$ cat config.mk
export PLATFORM = sky130hd
export DESIGN_NAME = frv_dmem_arbiter
export DESIGN_NICKNAME = d
export VERILOG_FILES = /design/src/rtl/frv_dmem_arbiter_pkg.sv /design/src/rtl/frv_arb_owner_fifo.sv /design/src/rtl/frv_dmem_arbiter.sv
export SDC_FILE = /design/constraint.sdc
export NUM_CORES = 1
export LEC_CHECK = 0
export BUFFER_PORTS_ARGS = -buffer_cell sky130_fd_sc_hd__buf_2
export CAP_MARGIN = 20
export CELL_PAD_IN_SITES_DETAIL_PLACEMENT = 0
export CELL_PAD_IN_SITES_GLOBAL_PLACEMENT = 1
export CORE_AREA = 2 2 123 125
export DETAILED_ROUTE_END_ITERATION = 16
export DIE_AREA = 0 0 125 127
export PLACE_DENSITY_LB_ADDON = 0.1
export SLEW_MARGIN = 20
export SYNTH_ARGS = -nofsm -noshare
export SYNTH_HDL_FRONTEND = slang
export SYNTH_SLANG_ARGS = --single-unit
$ cat constraint.sdc
create_clock -name g_clk -period 4.65 [get_ports g_clk]
set_input_delay 0.93 -clock g_clk [delete_from_list [all_inputs] [get_ports g_clk]]
set_output_delay 0.93 -clock g_clk [all_outputs]
set_load 0.05 [all_outputs]
$ cat src/rtl/frv_dmem_arbiter_pkg.sv
// frv_dmem_arbiter_pkg: owner ids and FSM state encodings for the data-memory arbiter
package frv_dmem_arbiter_pkg;
  localparam logic ARB_M0 = 1'b0;
  localparam logic ARB_M1 = 1'b1;
  typedef enum logic [1:0] {
    ST_IDLE  = 2'd0,
    ST_LOCK0 = 2'd1,
    ST_LOCK1 = 2'd2
  } arb_state_e;
endpackage

$ cat src/rtl/frv_arb_owner_fifo.sv
// frv_arb_owner_fifo: 1-bit synchronous FIFO recording which requester owns each outstanding transaction
module frv_arb_owner_fifo #(
  parameter int DEPTH = 2
) (
  input  logic g_clk,
  input  logic g_resetn,
  input  logic push_i,
  input  logic din_i,
  input  logic pop_i,
  output logic full_o,
  output logic empty_o,
  output logic head_o
);
  localparam int PW = DEPTH > 1 ? $clog2(DEPTH) : 1;
  localparam int CW = $clog2(DEPTH) + 1;
  logic [DEPTH-1:0] mem_q;
  logic [PW-1:0]    wr_q, rd_q;
  logic [CW-1:0]    cnt_q;
  assign full_o  = cnt_q == CW'(DEPTH);
  assign empty_o = cnt_q == '0;
  assign head_o  = mem_q[rd_q];
  always_ff @(posedge g_clk) begin
    if (!g_resetn) begin
      mem_q <= '0;
      wr_q  <= '0;
      rd_q  <= '0;
      cnt_q <= '0;
    end else begin
      if (push_i) begin
        mem_q[wr_q] <= din_i;
        wr_q        <= wr_q == PW'(DEPTH - 1) ? '0 : wr_q + PW'(1);
      end
      if (pop_i)
        rd_q <= rd_q == PW'(DEPTH - 1) ? '0 : rd_q + PW'(1);
      cnt_q <= cnt_q + CW'(push_i) - CW'(pop_i);
    end
  end
endmodule

$ cat src/rtl/frv_dmem_arbiter.sv
// frv_dmem_arbiter: shares the data-memory port between LSU (m0) and aux master (m1), routing responses by owner.
// Define FRV_DMEM_ARB_STARVE_EN to promote m1 after STARVE_LIMIT consecutive losses.
module frv_dmem_arbiter
  import frv_dmem_arbiter_pkg::*;
#(
  parameter int OUTSTANDING  = 2,
  parameter int STARVE_LIMIT = 8
) (
  input  logic        g_clk,
  input  logic        g_resetn,
  input  logic        m0_req,
  input  logic        m0_wen,
  input  logic [3:0]  m0_strb,
  input  logic [31:0] m0_wdata,
  input  logic [31:0] m0_addr,
  output logic        m0_gnt,
  output logic        m0_recv,
  input  logic        m0_ack,
  output logic        m0_error,
  output logic [31:0] m0_rdata,
  input  logic        m1_req,
  input  logic        m1_wen,
  input  logic [3:0]  m1_strb,
  input  logic [31:0] m1_wdata,
  input  logic [31:0] m1_addr,
  output logic        m1_gnt,
  output logic        m1_recv,
  input  logic        m1_ack,
  output logic        m1_error,
  output logic [31:0] m1_rdata,
  output logic        dmem_req,
  output logic        dmem_wen,
  output logic [3:0]  dmem_strb,
  output logic [31:0] dmem_wdata,
  output logic [31:0] dmem_addr,
  input  logic        dmem_gnt,
  input  logic        dmem_recv,
  output logic        dmem_ack,
  input  logic        dmem_error,
  input  logic [31:0] dmem_rdata
);
  if (OUTSTANDING < 1 || STARVE_LIMIT < 1) begin : g_bad_param
    $error("frv_dmem_arbiter: OUTSTANDING and STARVE_LIMIT must be >= 1");
  end
  arb_state_e state_q, state_d;
  logic sel, sel_req, prefer_m1, hs, full, empty, owner, live;
  always_comb begin
    live       = dmem_recv && !empty;
    sel        = state_q == ST_LOCK1 || (state_q == ST_IDLE && (prefer_m1 ? m1_req : !m0_req));
    sel_req    = sel ? m1_req : m0_req;
    dmem_req   = g_resetn && sel_req && !full;
    dmem_wen   = sel ? m1_wen   : m0_wen;
    dmem_strb  = sel ? m1_strb  : m0_strb;
    dmem_wdata = sel ? m1_wdata : m0_wdata;
    dmem_addr  = sel ? m1_addr  : m0_addr;
    hs         = dmem_req && dmem_gnt;
    m0_gnt     = hs && sel == ARB_M0;
    m1_gnt     = hs && sel == ARB_M1;
    m0_recv    = g_resetn && live && owner == ARB_M0;
    m1_recv    = g_resetn && live && owner == ARB_M1;
    dmem_ack   = g_resetn && live && (owner == ARB_M1 ? m1_ack : m0_ack);
    m0_rdata   = dmem_rdata;
    m1_rdata   = dmem_rdata;
    m0_error   = dmem_error;
    m1_error   = dmem_error;
    state_d    = state_q == ST_IDLE ? (dmem_req && !dmem_gnt ? (sel ? ST_LOCK1 : ST_LOCK0) : ST_IDLE)
                                    : (hs ? ST_IDLE : state_q);
  end
  always_ff @(posedge g_clk) begin
    if (!g_resetn) state_q <= ST_IDLE;
    else           state_q <= state_d;
  end
`ifdef FRV_DMEM_ARB_STARVE_EN
  localparam int SW = $clog2(STARVE_LIMIT + 1);
  logic [SW-1:0] starve_q, starve_d;
  always_comb begin
    prefer_m1 = starve_q == SW'(STARVE_LIMIT);
    starve_d  = m1_gnt ? '0
              : (state_q == ST_IDLE && m1_req && sel == ARB_M0 && !prefer_m1) ? starve_q + SW'(1)
              : starve_q;
  end
  always_ff @(posedge g_clk) begin
    if (!g_resetn) starve_q <= '0;
    else           starve_q <= starve_d;
  end
`else
  assign prefer_m1 = 1'b0;
`endif
  frv_arb_owner_fifo #(.DEPTH(OUTSTANDING)) u_owner_fifo (
    .g_clk    (g_clk),
    .g_resetn (g_resetn),
    .push_i   (hs),
    .din_i    (sel),
    .pop_i    (dmem_ack),
    .full_o   (full),
    .empty_o  (empty),
    .head_o   (owner)
  );
  // A response with no outstanding owner is a bus protocol violation; it is dropped unacknowledged.
  always_ff @(posedge g_clk) begin
    if (g_resetn) assert (!(dmem_recv && empty));
  end
endmodule

==> Implementation_results.wiki, run 1 <==
{| class="wikitable"
! Metric !! Value
|-
| Vias || 1920
|-
| Highest Clock Rate || 0.309 GHz
|-
| Yosys top cell by area || mux2_1
|-
| Hold Buf Count CTS || 0
|-
| Max-slew violation count || 0
|-
| Share of synthesized flip-flops with an asynchronous set or reset || 0%
|-
| Remaining global-route overflow || 0
|-
| Final standard cell count with taps included and fillers excluded || 531
|-
| Post-detailed-route DRC marker count || 0
|-
| Unique masters post-synth || 30
|-
| Net count reported at finish || 529
|-
| Width of the chip || 125 um
|-
| Worst Skew || 0.00120 ns
|-
| Final Util || 18.6%
|-
| Vertical die dimension || 127 um
|-
| Flop pwr share || 10.6%
|-
| Port Buffer Count || 220
|-
| Number of inserted filler cells in the final layout || 1675
|-
| Min cycle time layout || 3.24 ns
|-
| Antenna Violating Nets Remaining || 0
|-
| Global-route wire length before repair || 10500 um
|-
| Initial core utilization || 12.5%
|-
| CTS HTree Levels || 1
|-
| Tightest Pin Transition || 0.396 ns
|-
| Via count of the first global-routing pass || 1902
|-
| Count of synthesis-stage warnings from yosys || 0
|-
| P per Cell Area || 285 nW/um^2
|-
| Vias per cell || 3.62
|-
| Number of antenna violations at the first check in global routing || 0
|-
| LEAKAGE || 0.00139 uW
|-
| Drt total wl || 7340 um
|-
| Post-synth EDFFs || 0
|-
| Design Area, Final || 2680 um^2
|-
| Clock-pin transition on the worst setup and hold timing paths || 0.04 ns
|-
| Pin count of the biggest net entering global routing || 58
|-
| Cell-internal power || 350 uW
|-
| Number of placement rows || 44
|-
| Area growth, synth to finish || 49.0%
|-
| Data arrival time of the critical path || 2.31 ns
|-
| Placed cell count || 528
|-
| Sw Share || 54.1%
|-
| Setup repair after global routing missed its margin || no
|-
| Final setup vio count || 0
|-
| Slew margin rel. || 73.6%
|-
| Post-detailed-route wirelength per cell || 13.8 um
|-
| Number of clock sinks || 8
|-
| Aggregate negative setup slack || 0 ns
|-
| Outcome || completed
|-
| Yosys reg bits || 8
|-
| Placed standard-cell area || 2610 um^2
|-
| Number of cells traversed by the worst hold path || 2
|-
| Diode count || 0
|-
| Router iterations before antenna repair || 4
|-
| Endpoint class of the critical path || output pin
|-
| Sequential-to-total area share from yosys stat || 8.90%
|-
| Synthesized area || 1800 um^2
|-
| Post-CTS sizing || 0
|-
| Path class of the lowest-slack min-delay path || reg2reg
|-
| Final GP Congestion || 0.763
|-
| Switching power of the nets || 414 uW
|-
| Clock Path Buffers || 2
|-
| Library cell with the highest instance count after synthesis || buf_4
|-
| Fraction of layout cells with a size suffix above 1 || 69.7%
|-
| Fraction of power consumed by combinational cells || 70.3%
|-
| Core outline area || 14400 um^2
|-
| Critical Setup Path Class || in2out
|-
| I/O pin cnt || 320
|-
| Final hold violation count || 0
|-
| Clock root buffer master || clkbuf_16
|-
| Post-synthesis average cell area || 9.13 um^2
|-
| Largest fanout on the critical path || 57
|-
| Share of power burned in the clock network || 19.1%
|-
| Syn nets || 377
|-
| Starting DRC count in detailed routing || 53
|-
| Share of the synthesized area in the top cell type || 35.0%
|-
| Total die area || 15900 um^2
|-
| Synthesized instance count || 197
|-
| TritonCTS clock tree || done
|-
| List of most frequent post-synthesis cells || 74 x buf_4, 56 x mux2_1, 13 x mux2_2
|-
| Final worst-path cycle share || 69.7%
|-
| Total CTS buffers || 3
|-
| Worst endpoint required time || 3.72 ns
|-
| Worst slack on hold paths || 0.460 ns
|-
| Largest cells by area after synthesis || mux2_1 35%, buf_4 31%, dfxtp_1 8.9%, mux2_2 8.1%, mux2i_1 1.7%
|-
| Type of element launching the critical path || input pin
|-
| Path depth of the worst reg2reg path || 8
|-
| Synth Flop Type || dfxtp_1
|-
| Global-route usage over all layers || 8.38%
|-
| Total half-perimeter wirelength after legalization and detailed placement || 6400 um
|-
| # Max-Cap Violations || 0
|-
| Later-pin clock latency in the skew report || 0.23 ns
|-
| # Post-CTS Setup Buffers || 0
|-
| Worst ir drop on vdd || 112 uV
|}
[cells in the final DEF, fill, tap and decap left out, types with 3 or more instances in the layout]
master,synthesis,layout
nor3_1,3,3
mux2_2,13,13
mux2i_1,3,3
buf_2,1,220
nor2b_1,3,3
o21ai_0,3,3
clkbuf_16,0,3
inv_1,5,5
nand2_1,3,3
nor2_1,4,3
mux2_1,56,56
dfxtp_1,8,8
[final cells by class]
type / instances / area, um^2 / area share [%]
sequential: 8 / 160 / 5.98
multi-input combinational: 109 / 1070 / 39.8
tap: 184 / 230 / 8.59
timing repair buffer: 222 / 1130 / 42.1
clock buffer: 3 / 75.1 / 2.80
inverter: 5 / 18.8 / 0.700
[routing by layer]
metal	track usage, %	routed length, um	vias to the layer above	part of all wire, %
met5	0	0	-	0
met4	1.63	88	0	1.2
met3	2.64	789	21	11
met2	17.3	4050	132	55
met1	8.10	2410	846	33
li1	-	-	921	-
[cells by family (layout without fill, tap and decap cells)]
| family | count (synthesis) | after routing | share of synthesized area (%) |
|---|---|---|---|
| simple gates | 20 | 20 | 7.16 |
| flops | 8 | 8 | 8.90 |
| xor+xnor | 1 | 1 | 0.487 |
| mux | 72 | 72 | 44.9 |
| compound gates | 15 | 15 | 5.70 |
| buf+inv | 80 | 230 | 32.2 |
| fa+ha+maj | 1 | 1 | 0.695 |
[per-stage QoR]
step                setup WS [ns]  total power [uW]
floorplan                    1.31               630
global placement             1.43               630
detailed placement           1.40               626
CTS                          1.41               777
global route                 1.34               803
finish                       1.41               764
[critical path, stage by stage]
cell and delay [ns]:
buf_2 0.11, and2b_1 0.20, nor2_4 0.13, buf_12 0.27
mux2_2 0.37, buf_2 0.22
[state kept, by name, summed over array words and instances (netlist names)]
register,flops
u_owner_fifo.wr_q,1
u_owner_fifo.rd_q,1
u_owner_fifo.cnt_q,2
u_owner_fifo.mem_q,2
state_q,2
[power by group through the flow]
| stage | logic [uW] | registers (uW) | clock network, uW |
|---|---|---|---|
| floorplan | 550 | 80.0 | 0 |
| global placement | 548 | 82.1 | 0 |
| detailed placement | 544 | 82.2 | 0 |
| CTS | 546 | 81.1 | 150 |
| global route | 566 | 81.8 | 155 |
| finish | 537 | 81.1 | 146 |
[worst paths after layout]
kind | from | end | slack (ns)
worst max register to register | u_owner_fifo.rd_q$_SDFFE_PN0P_ | u_owner_fifo.cnt_q[0]$_SDFF_PN0_ | 2.68
worst min-delay path | u_owner_fifo.mem_q[0]$_SDFFE_PN0P_ | u_owner_fifo.mem_q[0]$_SDFFE_PN0P_ | 0.46
worst min register to register | u_owner_fifo.mem_q[0]$_SDFFE_PN0P_ | u_owner_fifo.mem_q[0]$_SDFFE_PN0P_ | 0.46
worst max-delay path | m0_req | dmem_addr[18] | 1.41
Power figures use the tool's default switching activity.
==> inputs of run 2 (changes only) <==
--- a/config.mk
+++ b/config.mk
@@ -9,9 +9,9 @@
 export CAP_MARGIN = 20
 export CELL_PAD_IN_SITES_DETAIL_PLACEMENT = 0
 export CELL_PAD_IN_SITES_GLOBAL_PLACEMENT = 1
-export CORE_AREA = 2 2 123 125
+export CORE_AREA = 2 2 124 126
 export DETAILED_ROUTE_END_ITERATION = 16
-export DIE_AREA = 0 0 125 127
+export DIE_AREA = 0 0 126 128
 export PLACE_DENSITY_LB_ADDON = 0.1
 export SLEW_MARGIN = 20
 export SYNTH_ARGS = -nofsm -noshare
==> constraint.sdc (replaced) <==
create_clock -name g_clk -period 2.9 [get_ports g_clk]
set_input_delay 0.58 -clock g_clk [delete_from_list [all_inputs] [get_ports g_clk]]
set_output_delay 0.58 -clock g_clk [all_outputs]
set_load 0.05 [all_outputs]
==> run 2 against run 1 <==
  * Flip-flop and latch count stayed put
  * Combinational power is 61% higher
  * Highest routed layer unchanged
  * Design area is 1.3% higher
  * Worst hold slack hardly changed
  * Non-clock buffer count is 2 higher
  * Via count is 0.89% higher
  * Clock skew hardly changed
  * Clock-buffer cell count stayed put
  * Sequential power is 60% higher
  * Critical path depth stayed put
  * Setup slack worse by 1.0 ns
  * Sequential share of layout area is 0.077 points lower
==> Implementation_results.wiki, run 2 (synthesized netlist as in run 1, its figures left out) <==
{| class="wikitable"
! Metric !! Value
|-
| # Post-CTS Setup Buffers || 0
|-
| Max-slew violation count || 0
|-
| Leading cell type in the layout, fill and taps excluded || buf_2
|-
| Multi-input combinational cell area || 1070 um^2
|-
| Post-detailed-route wirelength per cell || 13.2 um
|-
| Total CTS buffers || 3
|-
| Met2 routing resource usage after global routing || 16.1%
|-
| Clock Path Buffers || 2
|-
| Placed standard-cell area || 2640 um^2
|-
| Final standard cell count with taps included and fillers excluded || 538
|-
| TritonCTS clock tree || done
|-
| Remaining global-route overflow || 0
|-
| Router iterations before antenna repair || 3
|-
| Critical Setup Path Class || in2out
|-
| Setup repair after global routing missed its margin || no
|-
| Number of clock sinks || 8
|-
| Post-CTS sizing || 0
|-
| Hold Buf Count CTS || 0
|-
| Largest fanout on the critical path || 38
|-
| Antenna Violating Nets Remaining || 0
|-
| Vias per cell || 3.60
|-
| P per Cell Area || 451 nW/um^2
|-
| CTS HTree Levels || 1
|-
| Port Buffer Count || 220
|-
| GR Layer Usage met1 || 7.89%
|-
| Final worst-path cycle share || 86.1%
|-
| Global-route usage over all layers || 8.04%
|-
| Core outline area || 14900 um^2
|-
| Max incr delay on CP || 0.38 ns
|-
| Final setup vio count || 0
|-
| Via count of the first global-routing pass || 1865
|-
| Post-detailed-route DRC marker count || 0
|-
| Width of the chip || 126 um
|-
| Global-route wire length before repair || 10200 um
|-
| LEAKAGE || 0.00140 uW
|-
| GR peak layer || met2
|-
| Path class of the lowest-slack min-delay path || reg2reg
|-
| Pin count of the biggest net entering global routing || 39
|-
| Vertical die dimension || 128 um
|-
| Aggregate negative setup slack || 0 ns
|-
| Later-pin clock latency in the skew report || 0.23 ns
|-
| Min cycle time layout || 2.50 ns
|-
| I/O pin cnt || 320
|-
| Drt total wl || 7100 um
|-
| Vias || 1937
|-
| Dominant cell type by count on the critical path || buf_2
|-
| Slew margin rel. || 65.4%
|-
| Net count reported at finish || 531
|-
| Met3 Track Usage GR || 2.71%
|-
| Worst ir drop on vdd || 160 uV
|-
| Number of placement rows || 45
|-
| Clock-pin transition on the worst setup and hold timing paths || 0.04 ns
|-
| Outcome || completed
|-
| Endpoint class of the critical path || output pin
|-
| Tightest Pin Transition || 0.511 ns
|-
| Worst Skew || 0.000909 ns
|-
| Total die area || 16100 um^2
|-
| Top library cells by usage in the layout, fill and taps aside || 220 x buf_2, 56 x mux2_1, 13 x mux2_2
|-
| Area taken by flip-flops and latches || 160 um^2
|-
| Number of antenna violations at the first check in global routing || 1
|-
| Data arrival time of the critical path || 1.92 ns
|-
| Setup slack, reg-to-reg || 0.82 ns
|-
| Highest Clock Rate || 0.401 GHz
|-
| Final hold violation count || 0
|-
| Starting DRC count in detailed routing || 27
|-
| Cells along the critical path || buf_2 -> and2b_1 -> nor2_4 -> buf_12 -> mux2_1 -> buf_2
|-
| Number of inserted filler cells in the final layout || 1702
|-
| Worst endpoint required time || 2.32 ns
|-
| Area growth, synth to finish || 50.9%
|-
| Design Area, Final || 2720 um^2
|-
| Fraction of layout cells with a size suffix above 1 || 69.9%
|-
| Type of element launching the critical path || input pin
|-
| # Max-Cap Violations || 0
|-
| Initial core utilization || 12.1%
|-
| Clock root buffer master || clkbuf_16
|-
| Leading registers by flop count || state_q x2, u_owner_fifo.cnt_q x2, u_owner_fifo.mem_q x2
|-
| Total half-perimeter wirelength after legalization and detailed placement || 6270 um
|-
| Slowest-stage cell, CP || mux2_1
|-
| Final GP Congestion || 0.705
|-
| Placed cell count || 534
|-
| Post-layout power || 1220 uW
|}
## run 2: metal layers
layer | vias up | wire length [um]
met5 | - | 0
met4 | 0 | 146
met3 | 16 | 790
met2 | 146 | 3630
met1 | 848 | 2530
li1 | 927 | -
## run 2: power by group
group | switching [uW] | total [uW] | leakage (uW) | internal [uW]
sequential | 9.34 | 130 | 0.0000655 | 121
clock | 51.1 | 229 | 0.0000370 | 178
combinational | 596 | 866 | 0.00130 | 270
## run 2: final cells by class
class | count | area share, %
clock buffer | 3 | 2.76
inverter | 5 | 0.691
multi-input combinational | 109 | 39.3
sequential | 8 | 5.90
tap | 188 | 8.66
antenna | 1 | 0.0922
timing repair buffer | 224 | 42.6
## run 2: worst max-delay path: cells and delay by family
kind          cells  cell delay [ns]
mux               1             0.38
buf+inv           3             0.57
simple gates      2             0.36
## run 2: path summary, 6_finish.rpt
kind	startpoint	endpoint	depth (start not counted)
setup / recovery	m0_req	dmem_addr[0]	6
setup reg to reg	u_owner_fifo.rd_q$_SDFFE_PN0P_	u_owner_fifo.cnt_q[0]$_SDFF_PN0_	8
hold reg to reg	u_owner_fifo.mem_q[0]$_SDFFE_PN0P_	u_owner_fifo.mem_q[0]$_SDFFE_PN0P_	2
hold / removal	u_owner_fifo.mem_q[0]$_SDFFE_PN0P_	u_owner_fifo.mem_q[0]$_SDFFE_PN0P_	2
## run 2: metrics by stage
step	hold WS (ns)	setup slack [ns]	utilization (%)
6_report	0.460	0.403	18.3
5_1_grt	0.486	0.317	18.2
4_1_cts	0.471	0.370	18.2
3_5_place_dp	0.467	0.369	17.7
3_3_place_gp	0.452	0.382	17.7
2_1_floorplan	0.434	0.257	-
==> inputs of run 3 (changes only) <==
--- a/config.mk
+++ b/config.mk
@@ -12,7 +12,8 @@
 export CORE_AREA = 2 2 124 126
 export DETAILED_ROUTE_END_ITERATION = 16
 export DIE_AREA = 0 0 126 128
-export PLACE_DENSITY_LB_ADDON = 0.1
+export MAX_ROUTING_LAYER = met4
+export PLACE_DENSITY = 0.66
 export SLEW_MARGIN = 20
 export SYNTH_ARGS = -nofsm -noshare
 export SYNTH_HDL_FRONTEND = slang
==> run 3 against run 2 <==
  * Setup slack worse by 0.11 ns
  * Routed wire length down 5.3%
  * Power down 0.44%
  * Worst hold slack better by 0.0065 ns
  * Sequential power about the same
  * Non-clock buffer count down 2
  * Clock-buffer cell count unchanged
  * Critical path type unchanged
  * Largest power group unchanged
==> Implementation_results.wiki, run 3 (synthesized netlist as in run 1, its figures left out) <==
{| class="wikitable"
! Metric !! Value
|-
| Largest fanout on the critical path || 33
|-
| Leading cell type in the layout, fill and taps excluded || buf_2
|-
| Drt total wl || 6720 um
|-
| Setup slack after layout || 0.295 ns
|-
| Endpoint class of the critical path || output pin
|-
| Width of the chip || 126 um
|-
| Clock-pin transition on the worst setup and hold timing paths || 0.04 ns
|-
| Highest Clock Rate || 0.384 GHz
|-
| Antenna Violating Nets Remaining || 0
|-
| Remaining global-route overflow || 0
|-
| Vertical die dimension || 128 um
|-
| Cells along the critical path || buf_2 -> and2b_1 -> nor2_4 -> buf_4 -> mux2_1 -> buf_2
|-
| Type of element launching the critical path || input pin
|-
| Final hold violation count || 0
|-
| Worst ir drop on vdd || 124 uV
|-
| Critical Setup Path Class || in2out
|-
| Pin count of the biggest net entering global routing || 42
|-
| Via count of the first global-routing pass || 1969
|-
| Final GP Congestion || 0.914
|-
| I/O pin cnt || 320
|-
| P per Cell Area || 454 nW/um^2
|-
| TritonCTS clock tree || done
|-
| Minimum setup slack after placement || 0.274 ns
|-
| Worst Skew || 0.00138 ns
|-
| Net count reported at finish || 529
|-
| CTS HTree Levels || 1
|-
| Total buffers and inverters traversed by the critical path || 3
|-
| Hold Buf Count CTS || 0
|-
| Tightest Pin Transition || 0.417 ns
|-
| Clock root buffer master || clkbuf_16
|-
| Top library cells by usage in the layout, fill and taps aside || 220 x buf_2, 56 x mux2_1, 13 x mux2_2
|-
| Core outline area || 14900 um^2
|-
| Clock Path Buffers || 2
|-
| # Post-CTS Setup Buffers || 0
|-
| Diode count || 0
|-
| Slowest-stage cell, CP || buf_4
|-
| Max-slew violation count || 0
|-
| Number of inserted filler cells in the final layout || 1670
|-
| Max incr delay on CP || 0.41 ns
|-
| Total half-perimeter wirelength after legalization and detailed placement || 5900 um
|-
| Dominant cell type by count on the critical path || buf_2
|-
| Beginning of the worst register-to-register path || u_owner_fifo.rd_q$_SDFFE_PN0P_
|-
| Post-detailed-route DRC marker count || 0
|-
| Path class of the lowest-slack min-delay path || reg2reg
|-
| Leading registers by flop count || state_q x2, u_owner_fifo.cnt_q x2, u_owner_fifo.mem_q x2
|-
| Router iterations before antenna repair || 3
|-
| Worst endpoint required time || 2.32 ns
|-
| Global-route wire length before repair || 9430 um
|-
| Final setup vio count || 0
|-
| Post-CTS sizing || 0
|-
| Number of clock sinks || 8
|-
| Outcome || completed
|-
| Final worst-path cycle share || 89.8%
|-
| Vias per cell || 3.71
|-
| LEAKAGE || 0.00139 uW
|-
| Fraction of layout cells with a size suffix above 1 || 69.7%
|-
| Data arrival time of the critical path || 2.02 ns
|-
| Setup repair after global routing missed its margin || no
|-
| Worst Setup SP || m0_req
|-
| Worst Hold Launch || u_owner_fifo.mem_q[0]$_SDFFE_PN0P_
|-
| Kind of cell adding the most delay to the critical path || buffers and inverters
|-
| Total die area || 16100 um^2
|-
| Slew margin rel. || 71.8%
|-
| Area growth, synth to finish || 49.2%
|-
| Number of placement rows || 45
|-
| Min cycle time layout || 2.60 ns
|-
| # Max-Cap Violations || 0
|-
| Aggregate negative setup slack || 0 ns
|-
| Later-pin clock latency in the skew report || 0.23 ns
|-
| Global-route usage over all layers || 7.43%
|-
| Number of antenna violations at the first check in global routing || 0
|-
| Initial core utilization || 12.1%
|-
| Post-detailed-route wirelength per cell || 12.6 um
|-
| Port Buffer Count || 220
|-
| Vias || 1987
|-
| Starting DRC count in detailed routing || 63
|-
| Total CTS buffers || 3
|}
-- run 3: cell count changes in the layout (fill, tap and decap cells not counted) --
cell	previous run	this run
buf_12	2	1
buf_4	2	1
diode_2	1	0
-- run 3: metal layers --
layer / vias up / global-route usage (%) / wire length, um
met5: - / - / 0
met4: 0 / 2.00 / 86
met3: 20 / 1.34 / 705
met2: 137 / 14.3 / 3480
met1: 909 / 7.73 / 2450
li1: 921 / - / -
-- run 3: power by group --
part | internal (uW) | total, uW | switching (uW)
registers | 121 | 130 | 9.42
logic | 264 | 862 | 598
clock network | 177 | 228 | 50.2
total | 562 | 1220 | 657
-- run 3: path summary, 6_finish.rpt --
check	endpoint	slack [ns]	cells past startpoint
setup / recovery	dmem_wdata[26]	0.30	6
hold / removal	u_owner_fifo.mem_q[0]$_SDFFE_PN0P_	0.47	2
hold reg to reg	u_owner_fifo.mem_q[0]$_SDFFE_PN0P_	0.47	2
setup reg to reg	u_owner_fifo.cnt_q[0]$_SDFF_PN0_	0.88	8
-- run 3: final cells by class --
cell class | count | area, um^2 | share of cell area (%)
timing repair buffer | 222 | 1130 | 42.0
multi-input combinational | 109 | 1070 | 39.7
tap | 188 | 235 | 8.76
sequential | 8 | 160 | 5.96
clock buffer | 3 | 75.1 | 2.80
inverter | 5 | 18.8 | 0.699
-- run 3: per-stage QoR --
step / utilization [%] / cell area, um^2 / total power (uW) / std cells / hold WS [ns]
6_report: 18.1 / 2690 / 1220 / 535 / 0.466
5_1_grt: 18.1 / 2690 / 1270 / 535 / 0.504
4_1_cts: 18.1 / 2690 / 1230 / 535 / 0.467
3_5_place_dp: 17.6 / 2610 / 998 / 532 / 0.460
3_3_place_gp: 17.6 / 2610 / 991 / 532 / 0.453
2_1_floorplan: - / 1800 / 1010 / 197 / 0.434
-- run 3: worst min-delay path, delay by kind of cell, from the launching register on --
kind / cells / cell delay [ns]
flip-flops: 1 / 0.30
multiplexers: 1 / 0.05
AND/OR/NAND/NOR: 1 / 0.06
